### config.mk
export PLATFORM = sky130hd
export DESIGN_NAME = alu_arbiter
export DESIGN_NICKNAME = d
export VERILOG_FILES = /design/src/rtl/alu_arbiter.sv
export SDC_FILE = /design/constraint.sdc
export NUM_CORES = 1
export LEC_CHECK = 0
export ABC_AREA = 1
export BUFFER_PORTS_ARGS = -buffer_cell sky130_fd_sc_hd__buf_2
export CORE_AREA = 5 5 111 113
export CTS_CLUSTER_DIAMETER = 150
export DETAILED_ROUTE_END_ITERATION = 10
export DIE_AREA = 0 0 116 118
export SYNTH_ARGS = -nofsm -noshare
export SYNTH_HDL_FRONTEND = slang
export SYNTH_SLANG_ARGS = --single-unit
export TNS_END_PERCENT = 10
### constraint.sdc
create_clock -name clk -period 5 [get_ports clk]
set_clock_uncertainty 0.2 [all_clocks]
set_input_delay 1 -clock clk [delete_from_list [all_inputs] [get_ports clk]]
set_output_delay 1 -clock clk [all_outputs]
set_load 0.005 [all_outputs]
### src/rtl/alu_arbiter.sv
`default_nettype none
// ============================================================================
// Module   : alu_arbiter
// Brief    : Round-robin sharing of one ALU between two requesters, with a
//            one-entry response register and the architectural {Z,C,N,V} SR.
//            Optional requester locking when ALU_ARB_LOCK_EN is defined.
// Revision : 1.0 - initial release
// ============================================================================
module alu_arbiter #(
   parameter int DW  = 32,
   parameter int SRW = 4
) (
   input  logic           clk,
   input  logic           rst_n,
   input  logic           req0,
   input  logic           req1,
   input  logic [3:0]     cmd0,
   input  logic [3:0]     cmd1,
   input  logic [DW-1:0]  a0,
   input  logic [DW-1:0]  a1,
   input  logic [DW-1:0]  b0,
   input  logic [DW-1:0]  b1,
   input  logic           s0,
   input  logic           s1,
`ifdef ALU_ARB_LOCK_EN
   input  logic           lock0,
   input  logic           lock1,
`endif
   output logic           gnt0,
   output logic           gnt1,
   output logic [DW-1:0]  alu_first,
   output logic [DW-1:0]  alu_second,
   output logic [3:0]     alu_exe_cmd,
   output logic [SRW-1:0] alu_sr,
   input  logic [DW-1:0]  alu_result,
   input  logic [SRW-1:0] alu_status,
   output logic           rsp_valid,
   input  logic           rsp_ready,
   output logic           rsp_id,
   output logic [DW-1:0]  rsp_result,
   output logic [SRW-1:0] rsp_status,
   output logic           rsp_err,
   output logic [SRW-1:0] sr
);

   localparam logic [3:0] c_cmd_idle      = 4'b0000;
   localparam logic [3:0] c_cmd_legal_max = 4'b1001;

   logic           r_rsp_valid;
   logic           r_rsp_id;
   logic [DW-1:0]  r_rsp_result;
   logic [SRW-1:0] r_rsp_status;
   logic           r_rsp_err;
   logic [SRW-1:0] r_sr;
   logic           r_prio;

   logic           w_can_issue;
   logic           w_req0_eff;
   logic           w_req1_eff;
   logic           w_lock_active;
   logic           w_gnt0;
   logic           w_gnt1;
   logic           w_any_gnt;
   logic           w_sel_s;
   logic           w_legal;

`ifdef ALU_ARB_LOCK_EN
   logic           r_locked;
   logic           r_owner;
   logic           w_sel_lock;

   // Ownership lapses as soon as the owner stops requesting.
   assign w_lock_active = r_locked & (r_owner ? req1 : req0);
   assign w_req0_eff    = req0 & ~(w_lock_active &  r_owner);
   assign w_req1_eff    = req1 & ~(w_lock_active & ~r_owner);
   assign w_sel_lock    = w_gnt1 ? lock1 : lock0;

   always_ff @(posedge clk or negedge rst_n) begin
      if (!rst_n) begin
         r_locked <= 1'b0;
         r_owner  <= 1'b0;
      end else if (w_any_gnt) begin
         r_locked <= w_sel_lock;
         r_owner  <= w_gnt1;
      end else if (!w_lock_active) begin
         r_locked <= 1'b0;
      end
   end
`else
   assign w_lock_active = 1'b0;
   assign w_req0_eff    = req0;
   assign w_req1_eff    = req1;
`endif

   // Reset gates issue so grants and ALU drive drop immediately with rst_n.
   assign w_can_issue = rst_n & (~r_rsp_valid | rsp_ready);

   always_comb begin
      w_gnt0 = 1'b0;
      w_gnt1 = 1'b0;
      if (w_can_issue) begin
         if (w_req0_eff && w_req1_eff) begin
            w_gnt0 = ~r_prio;
            w_gnt1 =  r_prio;
         end else begin
            w_gnt0 = w_req0_eff;
            w_gnt1 = w_req1_eff;
         end
      end
   end

   assign w_any_gnt = w_gnt0 | w_gnt1;
   assign gnt0      = w_gnt0;
   assign gnt1      = w_gnt1;

   always_comb begin
      alu_first   = '0;
      alu_second  = '0;
      alu_exe_cmd = c_cmd_idle;
      w_sel_s     = 1'b0;
      if (w_gnt1) begin
         alu_first   = a1;
         alu_second  = b1;
         alu_exe_cmd = cmd1;
         w_sel_s     = s1;
      end else if (w_gnt0) begin
         alu_first   = a0;
         alu_second  = b0;
         alu_exe_cmd = cmd0;
         w_sel_s     = s0;
      end
   end

   assign w_legal = (alu_exe_cmd != c_cmd_idle) && (alu_exe_cmd <= c_cmd_legal_max);
   assign alu_sr  = r_sr;

   always_ff @(posedge clk or negedge rst_n) begin
      if (!rst_n) begin
         r_rsp_valid  <= 1'b0;
         r_rsp_id     <= 1'b0;
         r_rsp_result <= '0;
         r_rsp_status <= '0;
         r_rsp_err    <= 1'b0;
         r_sr         <= '0;
         r_prio       <= 1'b0;
      end else begin
         if (w_any_gnt) begin
            r_rsp_valid  <= 1'b1;
            r_rsp_id     <= w_gnt1;
            r_rsp_result <= w_legal ? alu_result : '0;
            r_rsp_status <= w_legal ? alu_status : '0;
            r_rsp_err    <= ~w_legal;
            if (w_sel_s && w_legal) begin
               r_sr <= alu_status;
            end
            if (!w_lock_active) begin
               r_prio <= ~w_gnt1;
            end
         end else if (rsp_ready) begin
            r_rsp_valid <= 1'b0;
         end
      end
   end

   assign rsp_valid  = r_rsp_valid;
   assign rsp_id     = r_rsp_id;
   assign rsp_result = r_rsp_result;
   assign rsp_status = r_rsp_status;
   assign rsp_err    = r_rsp_err;
   assign sr         = r_sr;

endmodule
`default_nettype wire
Word-level counts from Yosys, hierarchy flattened
Cells that the tools add are included.
{"block": "totals", "register_bits": 44, "in_bits": 179, "out_inout_bits": 117, "wordCells": 37}
{"block": "classes", "order_cmp": 1, "n_mux": 16, "bitwise": 7, "reduce_logical": 6}
{"operator": "32-bit 2-to-1 mux", "n": 5}
{"operator": "4-bit 2-to-1 mux", "n": 3}
{"operator": "1-bit 2-to-1 mux", "n": 8}
{"operator": "4-bit <= comparator (second input constant)", "n": 1}
{"operator": "1-bit inverter", "n": 4}
{"operator": "4-bit nonzero test", "n": 1}
{"operator": "1-bit logical AND", "n": 3}
{"operator": "1-bit bitwise OR", "n": 2}
{"operator": "2-bit AND reduction", "n": 1}
{"operator": "2-bit nonzero test", "n": 1}
{"operator": "1-bit AND", "n": 1}

Logic depth before layout (Yosys ltp)
Gate-level depths: netlist of the first run.
{"block": "logic_depth", "word_depth": 10, "ltp_mapped": 12, "ltp_nobuf": 11}

Worst setup path after synthesis of the first run
OpenSTA, ideal clock, no wires.
{"block": "synth_timing", "path_type": "input-to-output", "startpoint": "input port rst_n", "endpoint": "output port alu_first[10]", "arrival_ns": 1.922, "required_time_ns": 3.800, "setup_slack_ns": 1.878, "stages": 7, "n_path_buf": 2, "path_cell_list": "inv_1 > nor2_4 > nand2_1 > inv_2 > buf_4 > buf_2 > a22o_1"}
{"block": "synth_via", "elab_chain_len": 4}
{"item": "from (decl)", "line": "14", "rtl": "input logic rst_n,"}
{"item": "1-bit AND *", "line": "96", "rtl": "assign w_can_issue = rst_n & (~r_rsp_valid | rsp_ready);"}
{"item": "1-bit 2-to-1 mux", "line": "101", "rtl": "if (w_can_issue) begin"}
{"item": "32-bit 2-to-1 mux", "line": "126", "rtl": "end else if (w_gnt0) begin"}
{"item": "32-bit 2-to-1 mux *", "line": "121", "rtl": "if (w_gnt1) begin"}
{"item": "to (decl)", "line": "31", "rtl": "output logic [DW-1:0] alu_first,"}
Every way passes the cells marked *; elsewhere a longest branch is shown, timed or not.

Final worst setup path of the first run
{"block": "layout_timing", "startpoint": "input port rst_n", "endpoint": "output port alu_first[5]"}
The elaborated chain is that of the path after synthesis.

==> impl_metrics.toml, run 1 <==
[power]
p_clk_share_pct = 24.4
ir_worst_vdd_mv = 0.1974
p_leak_nw = 2.588
p_int_w = 0.0009954
power_switching_w = 0.0005235
seqPwrFrac_pct = 36.6
powerDensity_nw_per_um2 = 356.6
swShare_pct = 34.47
p_comb_share_pct = 39.0

[drt]
drt_iter0_markers = 139
ant_nets = 0
firstDrtPassIters = 5
wl_per_cell_um = 18.03
wl_mm = 13.02
routed_via_density = 4.544
vias = 3281
drc = 0

[synthesis]
avgSynthCellArea_um2 = 8.644
synth_cell_type_count = 22
synth-seq-cells = 44
netlist_instances = 295
synth_area_um2 = 2550
yosys_warnings = 0
seq_area_frac_synth_pct = 43.18
syn_nets = 474

[sta]
rsz0062_at_grt = "no"
worstMarginPinSlew_ps = 851.5
setup_violations = 0
finalHoldViolCount = 0
min_period_ps = 3924
max_freq_mhz = 254.8
period_share_pct = 78.48
maxSlewHeadroom_pct = 43.10
finalMaxSlewViolations = 0
hold_ws_ps = 275.2
tns_ps = 0

[die]
rows = 39
ios = 296
floorplan.initialDensity_pct = 22.72
design.die.area_um2 = 13690
dieWidth_um = 116
die_h_um = 118
core_um2 = 11220

[place]
gp_congestion = 0.9586
portBuffers = 295
hpwl_mm = 10.86

[flow_run]
max_cap_viol_count = 0

[layout]
drive_above_1_share_pct = 56.75
syn2layout_area_growth_pct = 67.03
nets = 756

[global_routing]
met3_usage_pct = 4.781
grt_usage_pct = 17.45
overflow = 0
grt.met2_usage_pct = 31.29
grt_pass1_wl_mm = 18.46
grt_max_degree = 59
grt_antenna_before_repair = 1
grt.met1_usage_pct = 19.63
grt_pass1_vias = 3270
top_usage_layer = "met2"

[worst_setup_path]
cp-start-kind = "input port"
arrival_ps = 2720
startpoint = "rst_n"
crit_required_ps = 3800
cp-end-kind = "primary output"
crit_type = "in -> out"
path_max_fanout = 42
reg2reg_from = "r_prio$_DFFE_PN0P_"

[min_path]
hold_start = "rsp_result[24]$_DFFE_PN0P_"
hp-class = "reg -> reg"

[clock_network]
cts.sinks = 44
cts_inserted_buffers = 5
htreeDepth = 2
clockBufferDepth = 2
cts_hold_buffers = 0
cts_root_buffer = "clkbuf_16"
cts_tree = "yes"
path_clk_slew_ps = 60
cts.repair.resized = 0
postCtsSetupBuffers = 0
insertion_delay_ps = 280

[status]
status = "complete, no violations"
through the flow:
step	total power [W]	setup WS [ps]	std cells	utilization (%)	area (µm²)
floorplan	0.0008549	1878	295	-	2550
global placement	0.001156	1180	713	36.43	4089
detailed placement	0.001162	1093	713	36.43	4089
CTS	0.001541	1068	721	37.93	4257
global route	0.001628	907.6	722	37.95	4259
finish	0.001519	1076	722	37.95	4259
cell families (layout without fill, tap and decap cells):
logic type | count (synthesis) | in the layout | synth area share, %
AO/OA/AOI/OAI | 69 | 69 | 23.99
buffers and inverters | 33 | 316 | 7.752
flip-flops | 44 | 44 | 43.18
other | 0 | 1 | 0
AND/OR/NAND/NOR | 149 | 149 | 25.07
registers in the layout (all words and copies together), names as in the netlist:
register	count
rsp_id	1
rsp_result	32
r_prio	1
rsp_valid	1
rsp_status	4
alu_sr	4
rsp_err	1
area by class of cell:
cell class | instances | area (µm²)
fill | 1189 | 6964
timing repair buffer | 299 | 1519
multi-input combinational | 218 | 1251
sequential | 44 | 1101
tap | 143 | 178.9
clock buffer | 5 | 125.1
clock inverter | 3 | 42.54
inverter | 9 | 38.79
antenna | 1 | 2.502
synthesized netlist by cell type, drive strengths merged:
library cell	instances	share of area (%)
nand2	129	20
a22o	64	22
dfrtp	44	43
buf	21	5.8
inv	9	1.5
nand3	9	1.8
nor2	6	2.0
nand4	4	0.98
clkbuf	3	0.44
o21ai	3	0.74
a21oi	2	1.3
nor3	1	0.20
worst max-delay path, cell delays in order:
cell and delay (ps):
buf_2 90, inv_1 60, nor2_4 230, nand2_1 140, inv_2 530, buf_4 350, a22o_1 180, buf_2 110
worst paths after layout:
kind | to | slack (ps) | cells past startpoint
max in group asynchronous | alu_sr[2]$_DFFE_PN0P_ | 3590 | 2
max reg2reg | rsp_valid$_DFFE_PN0P_ | 2450 | 7
min | rsp_result[24]$_DFFE_PN0P_ | 280 | 2
max | alu_first[5] | 1080 | 8
min reg2reg | rsp_result[24]$_DFFE_PN0P_ | 280 | 2
min in group asynchronous | rsp_result[10]$_DFFE_PN0P_ | 620 | 2
power by group through the flow:
stage	combinational (W)	sequential, W	clock (W)
final	0.000592	0.000556	0.000371
after global routing	0.000664	0.000572	0.000391
after CTS	0.000605	0.000556	0.000380
after detailed placement	0.000606	0.000556	0
after global placement	0.000601	0.000555	0
after floorplan	0.000292	0.000563	0
cell usage in the layout (no fill, tap or decap):
master | synthesis | final
nor2_2 | 2 | 2
nand4_1 | 4 | 4
nand3_1 | 9 | 9
dfrtp_1 | 44 | 44
buf_4 | 8 | 3
clkinv_2 | 0 | 1
nor2_1 | 1 | 1
a21oi_4 | 2 | 2
clkinvlp_4 | 0 | 1
nor2_4 | 3 | 3
o21ai_0 | 2 | 2
bufinv_16 | 0 | 1
buf_2 | 10 | 295
inv_2 | 4 | 4
nand2_1 | 121 | 121
inv_6 | 1 | 1
nor3_1 | 1 | 1
diode_2 | 0 | 1
inv_1 | 4 | 4
a22o_1 | 64 | 64
nand2_2 | 6 | 6
nand2_4 | 2 | 2
o21ai_2 | 1 | 1
clkbuf_16 | 0 | 5
buf_12 | 0 | 1
metal layers:
metal	part of all wire [%]	wire length [µm]
met1	35	4531
met5	0	0
met2	52	6800
met3	11	1440
met4	1.9	250
Note: power is estimated with default switching activity, not from simulation.
==> inputs of run 2 (changes only) <==
--- a/config.mk
+++ b/config.mk
@@ -7,10 +7,10 @@
 export LEC_CHECK = 0
 export ABC_AREA = 1
 export BUFFER_PORTS_ARGS = -buffer_cell sky130_fd_sc_hd__buf_2
-export CORE_AREA = 5 5 111 113
+export CORE_AREA = 5 5 112 114
 export CTS_CLUSTER_DIAMETER = 150
 export DETAILED_ROUTE_END_ITERATION = 10
-export DIE_AREA = 0 0 116 118
+export DIE_AREA = 0 0 117 119
 export SYNTH_ARGS = -nofsm -noshare
 export SYNTH_HDL_FRONTEND = slang
 export SYNTH_SLANG_ARGS = --single-unit
==> constraint.sdc (replaced) <==
create_clock -name clk -period 3.4 [get_ports clk]
set_clock_uncertainty 0.2 [all_clocks]
set_input_delay 0.68 -clock clk [delete_from_list [all_inputs] [get_ports clk]]
set_output_delay 0.68 -clock clk [all_outputs]
set_load 0.005 [all_outputs]
==> run 2 against run 1 <==
Via count about the same. Clock-buffer cell count is 2 higher. First-iteration DRC count is the same. Global-route usage is 1.1 points lower. Register-to-register slack lost 1300 ps. Die area up 1.7%. Sequential cell count unchanged. Non-clock buffer count unchanged. Final cell count shrank 0.14%. Largest power group unchanged.
==> impl_metrics.toml, run 2 (synthesis gave the netlist of run 1 again) <==
[sta]
finalMaxSlewViolations = 0
rsz0062_at_grt = "no"
finalHoldViolCount = 0
period_share_pct = 89.30
worstMarginPinSlew_ps = 572.9
max_freq_mhz = 329.4
setup_violations = 0
min_period_ps = 3036
maxSlewHeadroom_pct = 61.81
hold_ws_ps = 274.0
tns_ps = 0

[drt]
ant_nets = 0
vias = 3279
wl_per_cell_um = 17.24
wl_mm = 12.43
drt_iter0_markers = 139
routed_via_density = 4.548
firstDrtPassIters = 4
drc = 0

[die]
die_h_um = 119
design.die.area_um2 = 13920
dieWidth_um = 117
ios = 296
core_um2 = 11320
rows = 39
floorplan.initialDensity_pct = 22.52

[worst_setup_path]
crit_top_cell = "buf_2"
slowest_delay_ps = 290
crit_type = "in -> out"
cp_slowest_cell = "a22o_1"
cp-start-kind = "input port"
cp_cell_sequence = "buf_2, inv_1, nor2_4, nand2_1, inv_2, buf_12, a22o_1, buf_2"
arrival_ps = 2160
crit_required_ps = 2520
path_max_fanout = 60
cp-end-kind = "primary output"

[power]
p_leak_nw = 2.601
powerDensity_nw_per_um2 = 531.8
ir_worst_vdd_mv = 0.3996
power_switching_w = 0.0007696
p_int_w = 0.001509
seqPwrFrac_pct = 35.8
swShare_pct = 33.78
p_comb_share_pct = 38.5
p_clk_share_pct = 25.6
power_w = 0.002278

[clock_network]
insertion_delay_ps = 280
cts_inserted_buffers = 5
cts_hold_buffers = 0
cts_root_buffer = "clkbuf_16"
htreeDepth = 2
postCtsSetupBuffers = 0
cts.sinks = 44
path_clk_slew_ps = 60
cts_tree = "yes"
clockBufferDepth = 2
cts.repair.resized = 0

[flow_run]
max_cap_viol_count = 0

[layout]
syn2layout_area_growth_pct = 68.01
num_antenna_cells = 0
final_cell_mix = "buf_2, nand2_1, a22o_1, dfrtp_1, nand3_1"
final_common_cell = "buf_2"
drive_above_1_share_pct = 56.75
final_util_pct = 37.84
nets = 756
fin_cells = 721
largest_reg_flops = 32

[place]
hpwl_mm = 10.29
dp.cells = 713
portBuffers = 295
gp_congestion = 0.8834

[global_routing]
grt_antenna_before_repair = 0
grt_pass1_wl_mm = 17.74
grt_pass1_vias = 3254
grt_usage_pct = 16.32
overflow = 0
grt_max_degree = 61

[status]
status = "complete, no violations"

[min_path]
hp-class = "reg -> reg"
==> run 2: metal layers <==
metal / up-vias / track usage, % / wire (µm)
li1: 1575 / - / -
met1: 1482 / 17.36 / 4159
met2: 213 / 31.19 / 6687
met3: 9 / 4.970 / 1462
met4: 0 / 3.154 / 123
met5: - / 0 / 0
==> run 2: metrics by stage <==
| step | setup WS, ps | cell area [µm²] |
|---|---|---|
| 2_1_floorplan | 917.9 | 2550 |
| 3_3_place_gp | 425.8 | 4101 |
| 3_5_place_dp | 375.9 | 4101 |
| 4_1_cts | 373.2 | 4284 |
| 5_1_grt | 302.7 | 4284 |
| 6_report | 363.8 | 4284 |
==> run 2: path summary, 6_finish.rpt <==
check / cells after the start / from / end / slack (ps)
worst max-delay path: 8 / rst_n / alu_first[9] / 360
worst min-delay path: 2 / rsp_result[13]$_DFFE_PN0P_ / rsp_result[13]$_DFFE_PN0P_ / 270
worst max register to register: 11 / rsp_valid$_DFFE_PN0P_ / alu_sr[0]$_DFFE_PN0P_ / 1140
worst min register to register: 2 / rsp_result[13]$_DFFE_PN0P_ / rsp_result[13]$_DFFE_PN0P_ / 270
max in group asynchronous: 2 / rst_n / rsp_valid$_DFFE_PN0P_ / 2310
min in group asynchronous: 2 / rst_n / rsp_result[19]$_DFFE_PN0P_ / 300
==> run 2: area by class of cell <==
cell class / instances / area, µm²
clock buffers: 7 / 152.6
clock inverters: 1 / 30.03
fillers: 1183 / 7037
inverters: 9 / 38.79
multi-input cells: 218 / 1251
flip-flops and latches: 44 / 1101
well taps: 143 / 178.9
repair buffers: 299 / 1531
==> run 2: power by group through the flow <==
stage                     Clock (W)  Sequential, W  Combinational [W]
after floorplan                   0       0.000828           0.000429
after global placement            0       0.000819           0.000887
after detailed placement          0       0.000821           0.000898
after CTS                  0.000598       0.000818           0.000900
after global routing       0.000626       0.000840           0.000981
final                      0.000584       0.000816           0.000878
==> run 2: worst max-delay path: cells and delay by family <==
kind	cells	cell delay [ps]
AO/OA/AOI/OAI	1	290
buffers and inverters	5	770
AND/OR/NAND/NOR	2	370
